**src/rtl/ttc_pattern_gen_pkg.sv**
```systemverilog
// Shared definitions for the TTC pattern generator and the BER checker.
// Latency: n/a (types, constants and a helper function only).
// Backpressure: n/a.
package ttc_pkg;

    // Run-time pattern selection, matches the 2-bit mode input encoding.
    typedef enum logic [1:0] {
        MODE_FIXED  = 2'd0,
        MODE_PRBS   = 2'd1,
        MODE_ALT    = 2'd2,
        MODE_FRAMED = 2'd3
    } ttc_mode_e;

    typedef enum logic [1:0] {
        ST_IDLE    = 2'd0,
        ST_SYNC    = 2'd1,
        ST_PAYLOAD = 2'd2
    } ttc_state_e;

    // PRBS-15 (x^15 + x^14 + 1): output is the MSB, feedback XORs the two top taps.
    localparam logic [14:0] PRBS15_SEED   = 15'h7FFF;
    localparam int          PRBS15_TAP_HI = 14;
    localparam int          PRBS15_TAP_LO = 13;

    localparam logic [31:0] DEFAULT_SYNC_WORD = 32'h1ACFFC1D;

    function automatic int max3(input int a, input int b, input int c);
        int m;
        m = (a > b) ? a : b;
        return (m > c) ? m : c;
    endfunction

endpackage

```
**src/rtl/ttc_pattern_gen_if.sv**
```systemverilog
// Control/data bundle between the TTC pattern generator and its user.
// Latency: n/a (wiring only).
// Backpressure: none; bit_tick paces the serial stream, no ready path.
// master: drives en, bit_tick, mode, word_in, word_load, err_inj; samples outputs.
// slave : the generator; drives out, out_valid, frame_start, busy.
interface ttc_pattern_gen_if #(
    parameter int WORD_W = 32
);
    logic              en;
    logic              bit_tick;
    logic [1:0]        mode;
    logic [WORD_W-1:0] word_in;
    logic              word_load;
    logic              err_inj;
    logic              out;
    logic              out_valid;
    logic              frame_start;
    logic              busy;

    modport master (
        output en, bit_tick, mode, word_in, word_load, err_inj,
        input  out, out_valid, frame_start, busy
    );

    modport slave (
        input  en, bit_tick, mode, word_in, word_load, err_inj,
        output out, out_valid, frame_start, busy
    );
endinterface

```
**src/rtl/ttc_pattern_gen_prbs15.sv**
```systemverilog
// PRBS-15 generator with synchronous seed load and advance enable.
// Latency: bit_o is the current register MSB; advances one step per adv_i clock.
// Backpressure: none; holds state while adv_i is low. load_i has priority.
// Ports: clk, rst (async, active-low), load_i, adv_i, bit_o.
module ttc_prbs15
    import ttc_pkg::*;
(
    input  logic clk,
    input  logic rst,
    input  logic load_i,
    input  logic adv_i,
    output logic bit_o
);

    logic [14:0] lfsr_q;
    logic [14:0] lfsr_d;

    always_comb begin
        lfsr_d = lfsr_q;
        if (load_i) begin
            lfsr_d = PRBS15_SEED;
        end else if (adv_i) begin
            lfsr_d = {lfsr_q[13:0], lfsr_q[PRBS15_TAP_HI] ^ lfsr_q[PRBS15_TAP_LO]};
        end
    end

    always_ff @(posedge clk or negedge rst) begin
        if (!rst) begin
            lfsr_q <= PRBS15_SEED;
        end else begin
            lfsr_q <= lfsr_d;
        end
    end

    assign bit_o = lfsr_q[PRBS15_TAP_HI];

endmodule

```
**src/rtl/ttc_pattern_gen.sv**
```systemverilog
// Serial test-pattern generator: fixed word, PRBS-15, alternating, or sync+PRBS frames.
// Latency: one clk from a bit_tick to the bit on out; out holds between ticks.
// Backpressure: none; one bit per bit_tick, en low aborts to IDLE on the next edge.
// Ports: clk, rst (async, active-low), bus (ttc_pattern_gen_if.slave).
module ttc_pattern_gen
    import ttc_pkg::*;
#(
    parameter int                WORD_W       = 32,
    parameter logic [WORD_W-1:0] DEFAULT_WORD = WORD_W'(32'hA18D9534),
    parameter bit                MSB_FIRST    = 1'b0,
    parameter int                SYNC_W       = 32,
    parameter logic [SYNC_W-1:0] SYNC_WORD    = SYNC_W'(DEFAULT_SYNC_WORD),
    parameter int                FRAME_BITS   = 1024
) (
    input  logic              clk,
    input  logic              rst,
    ttc_pattern_gen_if.slave  bus
);

    // One counter serves word position, sync position and payload position.
    localparam int               CNT_W      = $clog2(max3(WORD_W, SYNC_W, FRAME_BITS));
    localparam logic [CNT_W-1:0] WORD_LAST  = CNT_W'(WORD_W - 1);
    localparam logic [CNT_W-1:0] SYNC_LAST  = CNT_W'(SYNC_W - 1);
    localparam logic [CNT_W-1:0] FRAME_LAST = CNT_W'(FRAME_BITS - 1);

    ttc_state_e        state_q, state_d;
    ttc_mode_e         mode_q, mode_d;
    logic [CNT_W-1:0]  cnt_q, cnt_d;
    logic [WORD_W-1:0] word_q, word_d;
    logic [WORD_W-1:0] shadow_q, shadow_d;
    logic              err_pend_q, err_pend_d;
    logic              out_q, out_d;
    logic              out_valid_q, out_valid_d;
    logic              frame_start_q, frame_start_d;

    ttc_mode_e         new_mode;
    logic [CNT_W-1:0]  word_idx;
    logic [CNT_W-1:0]  sync_idx;
    logic              word_bit;
    logic              sync_bit;
    logic              prbs_bit;
    logic              prbs_load;
    logic              prbs_adv;
    logic              cur_bit;
    logic              emit;
    logic              first_bit;
    logic              boundary;
    logic              reenter;

    ttc_prbs15 u_prbs (
        .clk    (clk),
        .rst    (rst),
        .load_i (prbs_load),
        .adv_i  (prbs_adv),
        .bit_o  (prbs_bit)
    );

    assign new_mode = ttc_mode_e'(bus.mode);
    assign word_idx = MSB_FIRST ? (WORD_LAST - cnt_q) : cnt_q;
    assign sync_idx = SYNC_LAST - cnt_q;   // marker always goes MSB first

    always_comb begin
        word_bit = 1'b0;
        for (int i = 0; i < WORD_W; i++) begin
            if (word_idx == CNT_W'(i)) word_bit = word_q[i];
        end
        sync_bit = 1'b0;
        for (int i = 0; i < SYNC_W; i++) begin
            if (sync_idx == CNT_W'(i)) sync_bit = SYNC_WORD[i];
        end
    end

    always_comb begin
        state_d       = state_q;
        mode_d        = mode_q;
        cnt_d         = cnt_q;
        word_d        = word_q;
        shadow_d      = bus.word_load ? bus.word_in : shadow_q;
        err_pend_d    = err_pend_q | bus.err_inj;
        out_d         = out_q;
        out_valid_d   = out_valid_q;
        frame_start_d = 1'b0;
        prbs_load     = 1'b0;
        prbs_adv      = 1'b0;
        cur_bit       = 1'b0;
        emit          = 1'b0;
        first_bit     = 1'b0;
        boundary      = 1'b0;
        reenter       = 1'b0;

        if (state_q == ST_IDLE) begin
            reenter = bus.en;
        end else if (!bus.en) begin
            state_d     = ST_IDLE;
            out_valid_d = 1'b0;
        end else if (bus.bit_tick) begin
            emit  = 1'b1;
            cnt_d = cnt_q + 1'b1;
            if (state_q == ST_SYNC) begin
                cur_bit   = sync_bit;
                first_bit = (cnt_q == '0);
                if (cnt_q == SYNC_LAST) begin
                    cnt_d   = '0;
                    state_d = ST_PAYLOAD;
                end
            end else begin
                case (mode_q)
                    MODE_FIXED: begin
                        cur_bit   = word_bit;
                        first_bit = (cnt_q == '0);
                        if (cnt_q == WORD_LAST) begin
                            cnt_d    = '0;
                            word_d   = shadow_q;   // a load on this very tick waits a word
                            boundary = 1'b1;
                        end
                    end
                    MODE_PRBS: begin
                        cur_bit  = prbs_bit;
                        prbs_adv = 1'b1;
                        boundary = 1'b1;
                    end
                    MODE_ALT: begin
                        // Counter wraps modulo a power of two, so parity stays correct.
                        cur_bit  = ~cnt_q[0];
                        boundary = 1'b1;
                    end
                    default: begin
                        cur_bit  = prbs_bit;
                        prbs_adv = 1'b1;   // LFSR runs on across frames
                        if (cnt_q == FRAME_LAST) begin
                            cnt_d    = '0;
                            state_d  = ST_SYNC;
                            boundary = 1'b1;
                        end
                    end
                endcase
            end
            reenter = boundary && (new_mode != mode_q);
        end

        if (emit) begin
            out_d         = cur_bit ^ (err_pend_q | bus.err_inj);
            out_valid_d   = 1'b1;
            frame_start_d = first_bit;
            err_pend_d    = 1'b0;
        end

        // Same restart whether leaving IDLE or switching mode at a boundary.
        if (reenter) begin
            mode_d    = new_mode;
            cnt_d     = '0;
            prbs_load = 1'b1;
            state_d   = (new_mode == MODE_FRAMED) ? ST_SYNC : ST_PAYLOAD;
        end
    end

    always_ff @(posedge clk or negedge rst) begin
        if (!rst) begin
            state_q       <= ST_IDLE;
            mode_q        <= MODE_FIXED;
            cnt_q         <= '0;
            word_q        <= DEFAULT_WORD;
            shadow_q      <= DEFAULT_WORD;
            err_pend_q    <= 1'b0;
            out_q         <= 1'b0;
            out_valid_q   <= 1'b0;
            frame_start_q <= 1'b0;
        end else begin
            state_q       <= state_d;
            mode_q        <= mode_d;
            cnt_q         <= cnt_d;
            word_q        <= word_d;
            shadow_q      <= shadow_d;
            err_pend_q    <= err_pend_d;
            out_q         <= out_d;
            out_valid_q   <= out_valid_d;
            frame_start_q <= frame_start_d;
        end
    end

    assign bus.out         = out_q;
    assign bus.out_valid   = out_valid_q;
    assign bus.frame_start = frame_start_q;
    assign bus.busy        = (state_q != ST_IDLE);

endmodule

```
**src/flat_wrapper.sv**
```systemverilog
// flat-port wrapper written by rule: the top's interface ports become plain ports
module ttc_pattern_gen_flat import ttc_pkg::*;
#(
    parameter int                WORD_W       = 32,
    parameter logic [WORD_W-1:0] DEFAULT_WORD = WORD_W'(32'hA18D9534),
    parameter bit                MSB_FIRST    = 1'b0,
    parameter int                SYNC_W       = 32,
    parameter logic [SYNC_W-1:0] SYNC_WORD    = SYNC_W'(DEFAULT_SYNC_WORD),
    parameter int                FRAME_BITS   = 1024
)
  (clk, rst, bus_en, bus_bit_tick, bus_mode, bus_word_in, bus_word_load, bus_err_inj, bus_out, bus_out_valid, bus_frame_start, bus_busy);
  ttc_pattern_gen_if #(.WORD_W(WORD_W)) bus_i ();
  input  logic clk;
  input  logic rst;
  input wire logic [$bits(bus_i.en)-1:0] bus_en;
  input wire logic [$bits(bus_i.bit_tick)-1:0] bus_bit_tick;
  input wire logic [$bits(bus_i.mode)-1:0] bus_mode;
  input wire logic [$bits(bus_i.word_in)-1:0] bus_word_in;
  input wire logic [$bits(bus_i.word_load)-1:0] bus_word_load;
  input wire logic [$bits(bus_i.err_inj)-1:0] bus_err_inj;
  output wire logic [$bits(bus_i.out)-1:0] bus_out;
  output wire logic [$bits(bus_i.out_valid)-1:0] bus_out_valid;
  output wire logic [$bits(bus_i.frame_start)-1:0] bus_frame_start;
  output wire logic [$bits(bus_i.busy)-1:0] bus_busy;
  assign bus_i.en = bus_en;
  assign bus_i.bit_tick = bus_bit_tick;
  assign bus_i.mode = bus_mode;
  assign bus_i.word_in = bus_word_in;
  assign bus_i.word_load = bus_word_load;
  assign bus_i.err_inj = bus_err_inj;
  assign bus_out = bus_i.out;
  assign bus_out_valid = bus_i.out_valid;
  assign bus_frame_start = bus_i.frame_start;
  assign bus_busy = bus_i.busy;
  ttc_pattern_gen #(.WORD_W(WORD_W), .DEFAULT_WORD(DEFAULT_WORD), .MSB_FIRST(MSB_FIRST), .SYNC_W(SYNC_W), .SYNC_WORD(SYNC_WORD), .FRAME_BITS(FRAME_BITS)) u_core (.clk(clk), .rst(rst), .bus(bus_i));
endmodule
```
**config.mk**
```make
export PLATFORM = sky130hd
export DESIGN_NAME = ttc_pattern_gen_flat
export DESIGN_NICKNAME = d
export VERILOG_FILES = /design/src/rtl/ttc_pattern_gen_pkg.sv /design/src/rtl/ttc_pattern_gen_if.sv /design/src/rtl/ttc_pattern_gen_prbs15.sv /design/src/rtl/ttc_pattern_gen.sv /design/src/flat_wrapper.sv
export SDC_FILE = /design/constraint.sdc
export NUM_CORES = 1
export LEC_CHECK = 0
export ABC_AREA = 1
export BUFFER_PORTS_ARGS = -buffer_cell sky130_fd_sc_hd__buf_2
export CAP_MARGIN = 20
export CELL_PAD_IN_SITES_DETAIL_PLACEMENT = 2
export CELL_PAD_IN_SITES_GLOBAL_PLACEMENT = 2
export CORE_MARGIN = 1.5
export CORE_UTILIZATION = 38
export CTS_CLUSTER_DIAMETER = 120
export DETAILED_ROUTE_END_ITERATION = 10
export PLACE_DENSITY_LB_ADDON = 0.1
export SETUP_SLACK_MARGIN = 0.05
export SLEW_MARGIN = 20
export SYNTH_ARGS = -nofsm -noshare
export SYNTH_HDL_FRONTEND = slang
export SYNTH_SLANG_ARGS = --single-unit
```
**constraint.sdc**
```tcl
create_clock -name clk -period 6.15 [get_ports clk]
set_clock_uncertainty 0.15 [all_clocks]
set_input_delay 0.615 -clock clk [delete_from_list [all_inputs] [get_ports clk]]
set_output_delay 0.615 -clock clk [all_outputs]
set_load 0.1 [all_outputs]
```
==> impl_results.md, run 1 <==
* Status: completed
* Syn Std Cell Area at roughly 0.0050 mm2
* RePlAce Congestion at roughly 0.8
* Slew headroom at between 30% and 40%
* Gr ovfl total at 0
* Vias in the first global route at roughly 4700
* Crit path cell chain: inv_1, ha_1, inv_1, nor4_1, nand2_1, nor2_1, o21bai_1, nand2_1, o2111ai_1, nand2_1, nand2_1, clkinv_1, nor2_1, inv_1, o21ai_0, a21oi_1, nor3_1
* Final WL at 13600 um
* Leakage at 2.78 nW
* Slew of the pin with the lowest slew margin at ~1000 ps
* Power consumption at 2.02 mW
* Unique masters post-synth at between 40 and 50
* Syn_area_per_cell at ~7.9 um2
* Synthesized Nets at 688
* Commonest non-fill, non-tap cells in the layout: nand2_1 (165), inv_1 (104), o21ai_0 (79)
* Initial antenna violation count at 0
* Sequential share of the synthesized area at 49.3%
* Fin. Hold Viols at 0
* Pwr dens at roughly 350 mW/mm2
* IO Count at 44
* Post-route ant nets at 0
* Via count at around 4300
* Worst Setup Path Type: flop to flop
* Comb power frac at 32.4%
* Sw Pwr at 759 uW
* YS warnings at 0
* Die Y at about 120 um
* Number of cells upsized or downsized after cts at 0
* Fmax at between 0.2 and 0.3 GHz
* Tot GR Track Use at about a fifth
* Die X at between 100 and 150 um
* VDD IR max at approximately 0.00018 V
* Htree depth at 3
* Clock Power Share at a little under a third
* Global-route wire length before repair at approximately 23000 um
* PortBufs at 43
* Worst EP required at about 6200 ps
* Endpoint type of the worst setup path: flop
* Hold Crit Class: input port to async pin
* Final worst path period share at roughly 63%
* Arr. time, crit path at 3930 ps
* Core area at ~0.013 mm2
* Max clock buf depth at 2
* Drt via density at slightly above 5
* Most frequent CP cell: nand2_1
* Initial Utilization at between 30% and 40%
* Crit path time final at 3870 ps
* Largest net degree at the start of global routing at 65
* Final Slew Violations at 0
* RSZ-0062 raised after global routing: no
* Die footprint at 0.0139 mm2
* Mapped Cells at between 600 and 700
* Slowest CP cell: nor4_1
* CTS buffer count at 9
* Layout area overhead at 13.8%
* Max-cap viol count at 0
* Hold_buf cts at 0
* Setup violations, final at 0
* Internal cell power at around 1.3 mW
* Share of layout cells above drive strength 1 at between 10% and 20%
* Avg WL per Cell at approximately 16 um
* Ant. Diodes at 0
* Startpoint Class: flop
* Clock sink count at 97
* Crit-path max FO at 9
* Drt pass-1 iters at 4
* Setup bufs post-CTS at 0
* Clock-pin slew on the worst setup and hold paths at ~70 ps
* Commonest non-fill, non-tap cell in the layout: nand2_1
* FF+latch count, synth at between 90 and 100
* Nets@finish at 724
* DP HPWL at slightly above 10000 um
* Iteration-0 DRC Markers at around 140
* # rows at 41
* Setup TNS at 0 ps
* DRC Markers at 0
* Sw frac at a little under two fifths
* Clk_lat worst skew at approximately 350 ps
* TritonCTS clock tree: yes
* CTS root buffer: clkbuf_16
* Part of the power in registers at between 30 and 40%
* Worst path max stage delay at 580 ps
==> cell families (layout without fill, tap and decap cells) <==
group                    Yosys count  in the layout  share of synthesized area [%]
AO/OA/AOI/OAI                    128            128                           14.6
buffers and inverters            131            172                           10.1
flip-flops                        97             97                           49.3
AND/OR/NAND/NOR                  267            267                           22.6
XOR/XNOR                           7              7                           1.22
adder cells (fa/ha/maj)            9              9                           2.24
==> layer usage <==
| layer | track usage, % | part of all wire (%) |
|---|---|---|
| met5 | 0 | 0 |
| met4 | 4.57 | 0.86 |
| met1 | 25.9 | 46 |
| met2 | 37.0 | 51 |
| met3 | 4.60 | 2.8 |
==> layout make-up <==
type	count	area (um2)
timing repair buffer	44	225
tap	172	215
inverter	112	420
clock inverter	4	73.8
sequential	97	2480
fill	1482	7040
multi-input combinational	411	2060
clock buffer	12	256
==> final timing paths <==
check	start	to	slack (ps)	cells after the start
hold / removal	rst	u_core.shadow_q[6]	120	1
max in group asynchronous	rst	u_core.word_q[20]	4650	2
setup / recovery	u_core.cnt_q[5]	u_core.cnt_q[7]	2280	17
setup reg to reg	u_core.cnt_q[5]	u_core.cnt_q[7]	2280	17
hold reg to reg	u_core.shadow_q[8]	u_core.shadow_q[8]	340	2
min in group clk	bus_word_in[6]	u_core.shadow_q[6]	320	3
==> worst max-delay path, delay by kind of cell (launching register included) <==
kind	cells	cell delay [ps]
AO/OA/AOI/OAI	4	840
adder cells (fa/ha/maj)	1	220
buffers and inverters	4	530
flip-flops	1	430
AND/OR/NAND/NOR	8	1570
==> metrics by stage <==
| stage | hold slack (ps) | cell area [um2] | instances | utilization (%) | worst slack (ps) |
|---|---|---|---|---|---|
| floorplan | 169 | 5030 | 639 | - | 3060 |
| global placement | 318 | 5390 | 836 | 42.2 | 2580 |
| detailed placement | 327 | 5390 | 836 | 42.2 | 2420 |
| CTS | 126 | 5720 | 852 | 44.8 | 2290 |
| global route | 142 | 5730 | 852 | 44.9 | 1700 |
| finish | 124 | 5730 | 852 | 44.9 | 2280 |
==> power by group through the flow <==
| stage | logic [mW] | clock network, mW | registers [mW] |
|---|---|---|---|
| floorplan | 0.426 | 0 | 0.795 |
| finish | 0.653 | 0.622 | 0.743 |
| global placement | 0.620 | 0 | 0.749 |
| detailed placement | 0.651 | 0 | 0.754 |
| CTS | 0.658 | 0.642 | 0.743 |
| global route | 0.741 | 0.665 | 0.749 |
==> cell usage after synthesis (all sizes together) <==
master | number | area, um2
clkbuf | 16 | 60.1
o311ai | 1 | 8.76
clkinv | 3 | 11.3
a31o | 1 | 8.76
ha | 9 | 113
inv | 109 | 409
nor2 | 51 | 233
dfstp | 43 | 1130
nand2 | 168 | 643
xor2 | 3 | 26.3
dfrtp | 54 | 1350
a22oi | 15 | 113
o221ai | 1 | 8.76
buf | 3 | 26.3
a32oi | 1 | 8.76
a2111oi | 2 | 17.5
a21boi | 1 | 7.51
o21bai | 1 | 7.51
xnor2 | 4 | 35.0
a31oi | 1 | 6.26
nand3 | 31 | 165
o21ai | 79 | 395
nand4 | 2 | 12.5
a21o | 1 | 7.51
a21oi | 14 | 70.1
o2111ai | 3 | 26.3
nand3b | 1 | 7.51
o41ai | 1 | 8.76
or2 | 3 | 18.8
o2bb2ai | 1 | 8.76
o22ai | 5 | 31.3
nor4 | 3 | 18.8
nor3 | 8 | 40.0
==> state kept, by name, summed over array words and instances, names as in the netlist <==
| signal | cells |
|---|---|
| u_core.bus.frame_start | 1 |
| u_core.bus.out | 1 |
| u_core.bus.out_valid | 1 |
| u_core.cnt_q | 10 |
| u_core.err_pend_q | 1 |
| u_core.mode_q | 2 |
| u_core.shadow_q | 32 |
| u_core.state_q | 2 |
| u_core.u_prbs.lfsr_q | 15 |
| u_core.word_q | 32 |
(Power assumes the default switching activity.)
==> run 2, diff against run 1 <==
--- a/config.mk
+++ b/config.mk
@@ -11,7 +11,7 @@
 export CELL_PAD_IN_SITES_DETAIL_PLACEMENT = 2
 export CELL_PAD_IN_SITES_GLOBAL_PLACEMENT = 2
 export CORE_MARGIN = 1.5
-export CORE_UTILIZATION = 38
+export CORE_UTILIZATION = 32
 export CTS_CLUSTER_DIAMETER = 120
 export DETAILED_ROUTE_END_ITERATION = 10
 export PLACE_DENSITY_LB_ADDON = 0.1
==> constraint.sdc (replaced) <==
create_clock -name clk -period 3.35 [get_ports clk]
set_clock_uncertainty 0.15 [all_clocks]
set_input_delay 0.335 -clock clk [delete_from_list [all_inputs] [get_ports clk]]
set_output_delay 0.335 -clock clk [all_outputs]
set_load 0.1 [all_outputs]
==> impl_results.md, run 2 (same netlist as run 1, synthesis figures left out) <==
* Status: finished, violations left (was completed)
* Failing checks: setup timing
* Met3 WL post-DR at 356 um (was 382 um)
* Reg area at 0.00248 mm2 (about the same)
* PortBufs at 43 (unchanged)
* Die footprint at 0.0165 mm2 (was 0.0139 mm2)
* Slew of the pin with the lowest slew margin at 904 ps (was 1040 ps)
* Ant. Diodes at 0 (unchanged)
* CTS buffer count at 9 (unchanged)
* Die Y at 128 um (was 118 um)
* Arr. time, crit path at 3490 ps (was 3930 ps)
* Tot GR Track Use at 19.1% (was 20.9%)
* Layout area overhead at 23.3% (was 13.8%)
* RePlAce Congestion at 0.845 (was 0.821)
* IO Count at 44 (unchanged)
* Crit-path max FO at 3 (was 9)
* Post-layout util at 40.7% (was 44.9%)
* Worst path max stage delay at 410 ps (was 580 ps)
* Max clock buf depth at 2 (unchanged)
* Endpoint type of the worst setup path: flop (unchanged)
* Gr ovfl total at 0 (unchanged)
* Initial Utilization at 33.0% (was 39.4%)
* Avg WL per Cell at 15.4 um (was 16.0 um)
* Design area at 0.00621 mm2 (was 0.00573 mm2)
* Worst Setup Path Type: flop to flop (unchanged)
* Die X at 128 um (was 118 um)
* Power consumption at 3.90 mW (was 2.02 mW)
* Placed inst area at 0.00579 mm2 (was 0.00539 mm2)
* DRC Markers at 0 (unchanged)
* Largest net degree at the start of global routing at 65 (unchanged)
* Commonest non-fill, non-tap cells in the layout: nand2_1 (163), inv_1 (99), o21ai_0 (79) (was nand2_1 (165), inv_1 (104), o21ai_0 (79))
* Initial antenna violation count at 0 (unchanged)
* Slowest CP cell: dfrtp_1 (was nor4_1)
* Commonest non-fill, non-tap cell in the layout: nand2_1 (unchanged)
* Final worst path period share at 101% (was 62.9%)
* Pwr dens at 628 mW/mm2 (was 352 mW/mm2)
* Most frequent CP cell: nand2_1 (unchanged)
* Htree depth at 3 (unchanged)
* # rows at 45 (was 41)
* VDD IR max at 0.000267 V (was 0.000175 V)
* Worst EP required at 3440 ps (was 6210 ps)
* TritonCTS clock tree: yes (unchanged)
* Fin. Hold Viols at 0 (unchanged)
* Metal-1 WL at 6320 um (was 6210 um)
* Setup WS pre-CTS at -215 ps (was 2420 ps)
* Startpoint Class: flop (unchanged)
* WL met2 at 7530 um (was 6930 um)
* Share of layout cells above drive strength 1 at 26.1% (was 17.9%)
* RSZ-0062 raised after global routing: yes (was no)
* Crit path time final at 3400 ps (was 3870 ps)
* Final Slew Violations at 0 (unchanged)
* Final WS setup at -48.6 ps (was 2280 ps)
* Setup TNS at -48.6 ps (was 0 ps)
* Post-route ant nets at 0 (unchanged)
* Crit-path leading delay family: simple AND/OR/NAND/NOR gates (unchanged)
* Leading registers by flop count: u_core.shadow_q (32), u_core.word_q (32), u_core.u_prbs.lfsr_q (15) (unchanged)
* Fill cells at 1761 (was 1482)
* Drt pass-1 iters at 4 (unchanged)
* Clk_lat worst skew at 350 ps (about the same)
* Highest routed metal layer: met4 (unchanged)
* Vias in the first global route at 4879 (was 4720)
* Core area at 0.0153 mm2 (was 0.0128 mm2)
* Hold Crit Class: input port to flop (was input port to async pin)
* CP Buf/Inv Count at 4 (unchanged)
* CTS root buffer: clkbuf_16 (unchanged)
* Leakage at 3.02 nW (was 2.78 nW)
* Slew headroom at 39.7% (was 30.5%)
* Fmax at 0.294 GHz (was 0.259 GHz)
* Multi-input logic area at 0.00211 mm2 (was 0.00206 mm2)
* Max-cap viol count at 0 (unchanged)
* Final WL at 14400 um (was 13600 um)
* Via count at 4456 (was 4298)
* Drt via density at 4.74 (was 5.04)
* Clock-pin slew on the worst setup and hold paths at 70 ps (about the same)
* Iteration-0 DRC Markers at 164 (was 143)
* Clock sink count at 97 (unchanged)
* Nets@finish at 773 (was 724)
* DP HPWL at 10900 um (was 10300 um)
* Global-route wire length before repair at 24700 um (was 23300 um)
* Setup violations, final at 1 (was 0)
==> run 2: changes by cell type in the layout (fill, tap and decap cells not counted), moves of 3 or more <==
cell     delta
buf_4      +46
nor2_1      -6
inv_1       -5
inv_2       +5
dfrtp_1     -3
dfrtp_2     +3
nor2_2      +3
nor2_4      +3
==> run 2: final cells by class <==
| class | count | share of cell area, % |
|---|---|---|
| Sequential cell | 97 | 40.0 |
| Tap cell | 211 | 4.25 |
| Clock buffer | 12 | 4.13 |
| Timing Repair Buffer | 93 | 9.86 |
| Multi-Input combinational cell | 411 | 34.0 |
| Inverter | 112 | 6.79 |
| Clock inverter | 4 | 0.947 |
==> run 2: path summary, 6_finish.rpt <==
kind,from,end,slack (ps),depth (start not counted)
max in group asynchronous,rst,u_core.word_q[19],1910,3
min in group asynchronous,rst,u_core.cnt_q[9],390,2
min,bus_word_in[17],u_core.shadow_q[17],40,3
max,u_core.cnt_q[1],u_core.bus.out,-50,43
min reg2reg,u_core.shadow_q[15],u_core.shadow_q[15],330,2
max reg2reg,u_core.cnt_q[1],u_core.bus.out,-50,43
==> run 2: power by group <==
group          total (mW)  leakage [nW]  internal, mW  switching, mW
clock network        1.10         0.155         0.630          0.470
registers            1.35          1.15          1.29         0.0631
logic                1.44          1.72         0.490          0.953
total                3.90          3.02          2.41           1.49
==> run 2: worst register-to-register path, delay by kind of cell (launching register included) <==
family                   cells  cell delay [ps]
AO/OA/AOI/OAI                1              150
adder cells (fa/ha/maj)      1              190
buffers and inverters        4              270
flip-flops                   1              410
AND/OR/NAND/NOR             37             2100
==> run 2: through the flow <==
| step | hold WS [ps] | instances |
|---|---|---|
| 5_1_grt | 47.3 | 940 |
| 6_report | 39.2 | 940 |
| 2_1_floorplan | -111 | 639 |
| 4_1_cts | 32.6 | 940 |
| 3_5_place_dp | 231 | 919 |
| 3_3_place_gp | 226 | 919 |
==> run 2: routing by layer <==
layer / track usage (%) / vias up
li1: - / 2200
met3: 2.37 / 15
met4: 6.35 / 0
met1: 23.5 / 2196
met5: 0 / -
met2: 34.6 / 45
==> run 2: what timing repair did <==
item | 4_1_cts | 5_1_grt
setup endpoints to repair | 1 | 9
buffers inserted | 4 | 0
hold buffers | 1 | 0
endpoints found under the hold margin | 26 | 0
resized for setup | 18 | 7
pin swaps | 3 | 2
